<file path="config.mk">
export PLATFORM = sky130hd
export DESIGN_NAME = ex_store_buffer
export DESIGN_NICKNAME = d
export VERILOG_FILES = /design/src/rtl/ex_store_buffer.sv
export SDC_FILE = /design/constraint.sdc
export NUM_CORES = 1
export LEC_CHECK = 0
export CAP_MARGIN = 0
export CORE_ASPECT_RATIO = 0.7
export CORE_MARGIN = 2
export CORE_UTILIZATION = 35
export CTS_CLUSTER_DIAMETER = 80
export DETAILED_ROUTE_END_ITERATION = 8
export MAX_ROUTING_LAYER = met4
export SLEW_MARGIN = 5
export SYNTH_ARGS = -nofsm -noshare
export SYNTH_HDL_FRONTEND = slang
export SYNTH_SLANG_ARGS = --single-unit
</file>
<file path="constraint.sdc">
create_clock -name clk -period 11.3 [get_ports clk]
set_input_delay 2.26 -clock clk [delete_from_list [all_inputs] [get_ports clk]]
set_output_delay 2.26 -clock clk [all_outputs]
set_load 0.05 [all_outputs]
</file>
<file path="src/rtl/ex_store_buffer.sv">
// Store buffer between execute and the data bus: in-order drain, optional coalescing, byte-granular load forwarding.
// Latency: a push is visible on the bus and to lookups one cycle later; lookups are combinational on current state.
// Backpressure: push_ready drops when all entries are valid; the head stays stable on the bus until bus_ack.
module ex_store_buffer #(
    parameter int DEPTH  = 4,
    parameter int ADDR_W = 32,
    parameter int DATA_W = 32,
    parameter int MERGE  = 1
) (
    input  logic                         clk,
    input  logic                         rst,
    input  logic                         push_valid,
    output logic                         push_ready,
    input  logic [ADDR_W-1:0]            push_addr,
    input  logic [DATA_W-1:0]            push_wdata,
    input  logic [DATA_W/8-1:0]          push_strb,
    input  logic                         ld_valid,
    input  logic [ADDR_W-1:0]            ld_addr,
    input  logic [DATA_W/8-1:0]          ld_strb,
    output logic [DATA_W-1:0]            ld_fwd_data,
    output logic [DATA_W/8-1:0]          ld_fwd_strb,
    output logic                         ld_conflict,
    output logic                         bus_req,
    output logic [ADDR_W-1:0]            bus_addr,
    output logic [DATA_W-1:0]            bus_wdata,
    output logic [DATA_W/8-1:0]          bus_strb,
    input  logic                         bus_ack,
    output logic                         empty,
    output logic [$clog2(DEPTH+1)-1:0]   count
);
    localparam int SW = DATA_W / 8;
    localparam int PW = $clog2(DEPTH);
    localparam int CW = $clog2(DEPTH + 1);

    logic [ADDR_W-1:0] addr_q [DEPTH];
    logic [DATA_W-1:0] data_q [DEPTH];
    logic [SW-1:0]     strb_q [DEPTH];
    logic [DEPTH-1:0]  valid_q;
    logic [PW-1:0]     head, tail, ytail, fwd_idx;
    logic              push_acc, do_merge, new_push, pop;
    logic [SW-1:0]     hit_strb;
    logic [DATA_W-1:0] hit_data;
    logic [ADDR_W-1:0] push_word;

    function automatic logic [ADDR_W-1:0] word_of(input logic [ADDR_W-1:0] a);
        return a & ~ADDR_W'(SW - 1);
    endfunction

    assign empty      = (count == '0);
    assign push_ready = (count != CW'(DEPTH));
    assign bus_req    = !empty;
    assign bus_addr   = addr_q[head];
    assign bus_wdata  = data_q[head];
    assign bus_strb   = strb_q[head];

    assign push_word = word_of(push_addr);
    assign ytail     = tail - PW'(1);
    assign push_acc  = push_valid && push_ready && (push_strb != '0);
    // With two or more entries the youngest is never the head, so it can be rewritten
    // without disturbing what the bus currently sees.
    assign do_merge  = (MERGE != 0) && push_acc && (count >= CW'(2)) && (addr_q[ytail] == push_word);
    assign new_push  = push_acc && !do_merge;
    assign pop       = bus_ack && bus_req;

    always_ff @(posedge clk) begin
        if (rst) begin
            head    <= '0;
            tail    <= '0;
            count   <= '0;
            valid_q <= '0;
        end else begin
            if (pop) begin
                valid_q[head] <= 1'b0;
                head          <= head + PW'(1);
            end
            if (new_push) begin
                addr_q[tail]  <= push_word;
                data_q[tail]  <= push_wdata;
                strb_q[tail]  <= push_strb;
                valid_q[tail] <= 1'b1;
                tail          <= tail + PW'(1);
            end
            if (do_merge) begin
                for (int i = 0; i < SW; i++) begin
                    if (push_strb[i]) data_q[ytail][8*i +: 8] <= push_wdata[8*i +: 8];
                end
                strb_q[ytail] <= strb_q[ytail] | push_strb;
            end
            case ({new_push, pop})
                2'b10:   count <= count + CW'(1);
                2'b01:   count <= count - CW'(1);
                default: count <= count;
            endcase
        end
    end

    // Walk from oldest to youngest so later matches override earlier ones per lane.
    always_comb begin
        hit_strb    = '0;
        hit_data    = '0;
        fwd_idx     = '0;
        ld_fwd_data = '0;
        for (int k = 0; k < DEPTH; k++) begin
            fwd_idx = head + PW'(k);
            if (valid_q[fwd_idx] && (addr_q[fwd_idx] == word_of(ld_addr))) begin
                for (int i = 0; i < SW; i++) begin
                    if (strb_q[fwd_idx][i]) begin
                        hit_strb[i]          = 1'b1;
                        hit_data[8*i +: 8]   = data_q[fwd_idx][8*i +: 8];
                    end
                end
            end
        end
        ld_fwd_strb = ld_valid ? (hit_strb & ld_strb) : '0;
        for (int i = 0; i < SW; i++) begin
            if (ld_fwd_strb[i]) ld_fwd_data[8*i +: 8] = hit_data[8*i +: 8];
        end
        ld_conflict = ld_valid && (ld_fwd_strb != '0) && (ld_fwd_strb != ld_strb);
    end
endmodule
</file>
==> run_results.csv <==
group,metric,value,unit
logic_synthesis,syn_area_per_cell,13.3,µm²
timing,period_minus_slack,9.79,ns
timing,slew_viol_final,0,
layout,syn2layout_area_growth,19.6,%
global_routing,antenna_found_initial,10,
setup_path,critical_path.slowest_cell,"clkdlybuf4s50_1",
setup_path,crit_family,"buffers and inverters",
power_and_ir_drop,power.leakage,6.82,nW
placement,globalplace.congestion,0.952,
routing,routed_wirelength,62800,µm
job,drv_cap,0,
global_routing,overflow,0,
hold_path,hold_path_class,"flop to flop",
logic_synthesis,synth-xor-area-share,5.97,%
floorplanning,start_util,35.4,%
hold_path,min_to,"valid_q[1]",
setup_path,crit_buf_inv,4,
routing,wl_per_cell,26.9,µm
timing,rsz0062_at_grt,"no",
logic_synthesis,synth_cell_types,75,
setup_path,cp_max_fo,40,
routing,vias,14000,
placement,preCtsSetupSlack,1.69,ns
clock_tree,clock_sinks,277,
placement,io_buffers,213,
setup_path,required,9.04,ns
power_and_ir_drop,p_comb_share,51.3,%
power_and_ir_drop,clkPwrFrac,21.2,%
global_routing,grt_max_degree,109,
logic_synthesis,synth_flop_cell,"edfxtp_1",
power_and_ir_drop,p_sw_share,41.9,%
setup_path,crit_type,"flop to output pin",
timing,finalHoldViolCount,0,
placement,placed_cells,2273,
power_and_ir_drop,seqPwrFrac,27.5,%
logic_synthesis,syn_area,0.0191,mm²
routing,drtPass1Iterations,6,
global_routing,grt_util_all_layers,22.7,%
floorplanning,die-area,0.0564,mm²
hold_path,whs_path_depth,1,
power_and_ir_drop,vdd_drop_max,167,µV
clock_tree,clk_path_buf_depth,3,
layout,final_cells,2339,
global_routing,grt_pass1_vias,13900,
logic_synthesis,synth_largest_area_cell,"edfxtp_1",
clock_tree,clkTransAtPathRegs,0.06,ns
logic_synthesis,synth_most_common_cell,"edfxtp_1",
floorplanning,fp.dieW,283,µm
timing,fin_setup_tns,0,ns
setup_path,worstSetupStartpointType,"flop",
routing,drcViolationCount,0,
logic_synthesis,synth-compound-area-share,9.73,%
hold_path,worstHoldStart,"valid_q[1]",
timing,worst_slew_margin_rel,24.5,%
timing,setup_violations,0,
setup_path,path_common_cell,"inv_1",
power_and_ir_drop,cellPowerDensity,215,mW/mm²
power_and_ir_drop,p_int,0.00285,W
routing,antenna_left,0,
clock_tree,postCtsSetupBuffers,0,
logic_synthesis,synth_common_cells,"264 x edfxtp_1, 172 x mux4_2, 124 x mux2i_1",
logic_synthesis,synth-seq-cells,277,
timing,hold_ws,0.530,ns
logic_synthesis,synthSimpleGateAreaFrac,7.72,%
timing,fin_crit_sh,86.6,%
timing,tightest_slew,1.12,ns
clock_tree,cts.htree.levels,2,
setup_path,reg2regPathDepth,12,
clock_tree,cts_hold_buf,0,
setup_path,endpoint_kind,"output pin",
logic_synthesis,ys_seq_area_share,42.9,%
clock_tree,clockRootBuffer,"clkbuf_16",
timing,setup_ws,1.51,ns
power_and_ir_drop,p_switching,0.00205,W
floorplanning,die_y,199,µm
logic_synthesis,netlist.area_leader.share,41.5,%
logic_synthesis,synth_enable_flop_cells,264,
routing,viasPerCell,6.00,
logic_synthesis,synth_top_family_by_area,"multiplexers",
timing,finalClockSkew,0.0152,ns
logic_synthesis,synthAdderAreaFrac,0.695,%
run_status,status,"finished clean",
layout,fill_cells,4958,
placement,hpwlAfterDp,44600,µm
clock_tree,ctsResizeCount,0,
setup_path,r2r_start,"tail[0]",
logic_synthesis,synth_area_leaders,"edfxtp_1 42%, mux4_2 20%, mux2i_1 6.5%, xnor2_1 3.6%, xor2_1 2.4%",
setup_path,r2r_slack,4.09,ns
setup_path,path_cells,"inv_1 -> ha_4 -> inv_1 -> mux2i_1 -> xor2_1 -> nor4_1 -> nand2_1 -> nor4b_4 -> o41ai_2 -> buf_4 -> a2111oi_1 -> clkdlybuf4s50_1",
logic_synthesis,ys_warn_count,0,
clock_tree,cts_tree,"yes",
setup_path,cp_slowest_stage_delay,0.91,ns
layout,drive_gt1_share,20.4,%
clock_tree,clock_latency,0.53,ns
logic_synthesis,ys_async_sr_fraction,0,%
floorplanning,ios,220,
clock_tree,cts_buffers,34,
timing,timing.fmax,102,MHz
floorplanning,core.rowCount,71,
logic_synthesis,synthMuxAreaShare,29.2,%
routing,drtIter0Drc,1591,
global_routing,grt_pass1_wl,92900,µm
setup_path,critPathArrivalTime,7.53,ns
logic_synthesis,netlist_instances,1430,
setup_path,reg2reg_to,"data_q[3][13]",
layout,finalNetCount,1698,
floorplanning,core_region_area,0.0538,mm²
[power by group through the flow]
stage          clock network, W  registers, W  logic, W
3_3_place_gp                  0       0.00137   0.00247
5_1_grt                 0.00110       0.00137   0.00267
3_5_place_dp                  0       0.00137   0.00249
2_1_floorplan                 0       0.00126   0.00193
6_report                0.00104       0.00135   0.00252
4_1_cts                 0.00106       0.00135   0.00251
[routing by layer]
layer	vias up	wire length (µm)	part of all wire [%]	track usage, %
li1	6103	-	-	-
met1	7211	28500	45	32.5
met2	624	27800	44	33.3
met3	85	5010	8.0	4.14
met4	0	1490	2.4	5.62
met5	-	0	0	-
[area by class of cell]
type                    instances  area [µm²]  area share (%)
repair buffers                231        2280            9.99
clock inverters                16         140           0.614
diodes                          9        22.5          0.0987
inverters                      30         113           0.494
multi-input cells            1005       10200            44.9
clock buffers                  41         898            3.94
well taps                     730         913            4.00
flip-flops and latches        277        8200            36.0
[logic make-up (layout without fill, tap and decap cells)]
family,Yosys count,after routing
DFF,277,277
buffers and inverters,149,318
adders and majority gates,10,10
other,1,11
AOI/OAI and AO/OA,245,245
and+or+nand+nor,282,282
muxes,336,336
xor gates and xnor gates,130,130
[worst max-delay path by stage]
stage	startpoint	slack, ns	endpoint	cells after the start
final	head[1]	1.51	ld_fwd_data[30]	12
after CTS	head[1]	1.58	ld_fwd_data[30]	12
after global placement	ld_addr[5]	1.71	ld_fwd_data[30]	10
after floorplan	ld_addr[16]	2.42	ld_fwd_data[10]	12
after detailed placement	ld_addr[5]	1.69	ld_fwd_data[23]	10
after global routing	head[1]	1.19	ld_fwd_data[30]	12
[worst register-to-register path, delay by kind of cell (launching register included)]
kind | cells | cell delay, ns
XOR/XNOR | 1 | 0.35
AO/OA/AOI/OAI | 2 | 0.58
adder cells (fa/ha/maj) | 1 | 0.59
flip-flops | 1 | 0.31
multiplexers | 1 | 0.41
AND/OR/NAND/NOR | 4 | 3.07
buffers and inverters | 3 | 1.51
[flip-flops by register name, summed over array words and instances, names as in the netlist, named ones only]
| signal | cells |
|---|---|
| addr_q | 120 |
| count | 3 |
| data_q | 128 |
| head | 2 |
| strb_q | 16 |
| tail | 2 |
| valid_q | 4 |
[metrics by stage]
stage / instance area (µm²) / util [%] / total power (W)
3_3_place_gp: 21800 / 40.4 / 0.00384
5_1_grt: 22800 / 42.4 / 0.00513
3_5_place_dp: 21800 / 40.4 / 0.00387
4_1_cts: 22800 / 42.3 / 0.00492
6_report: 22800 / 42.4 / 0.00491
2_1_floorplan: 19100 / - / 0.00319
[layout by cell type, fill, tap and decap left out, types with 18 or more instances in the layout]
cell	synthesis	layout
clkdlybuf4s50_1	0	213
edfxtp_1	264	264
a221oi_1	38	38
mux2i_1	124	124
mux2_2	40	40
xor2_1	52	52
clkbuf_16	0	35
inv_1	28	28
nor2_1	46	46
o21ai_0	77	77
a2111oi_1	18	18
mux4_2	172	172
nor3_1	20	20
xnor2_1	78	78
nand2_1	97	97
Note: power is estimated with default switching activity, not from simulation.
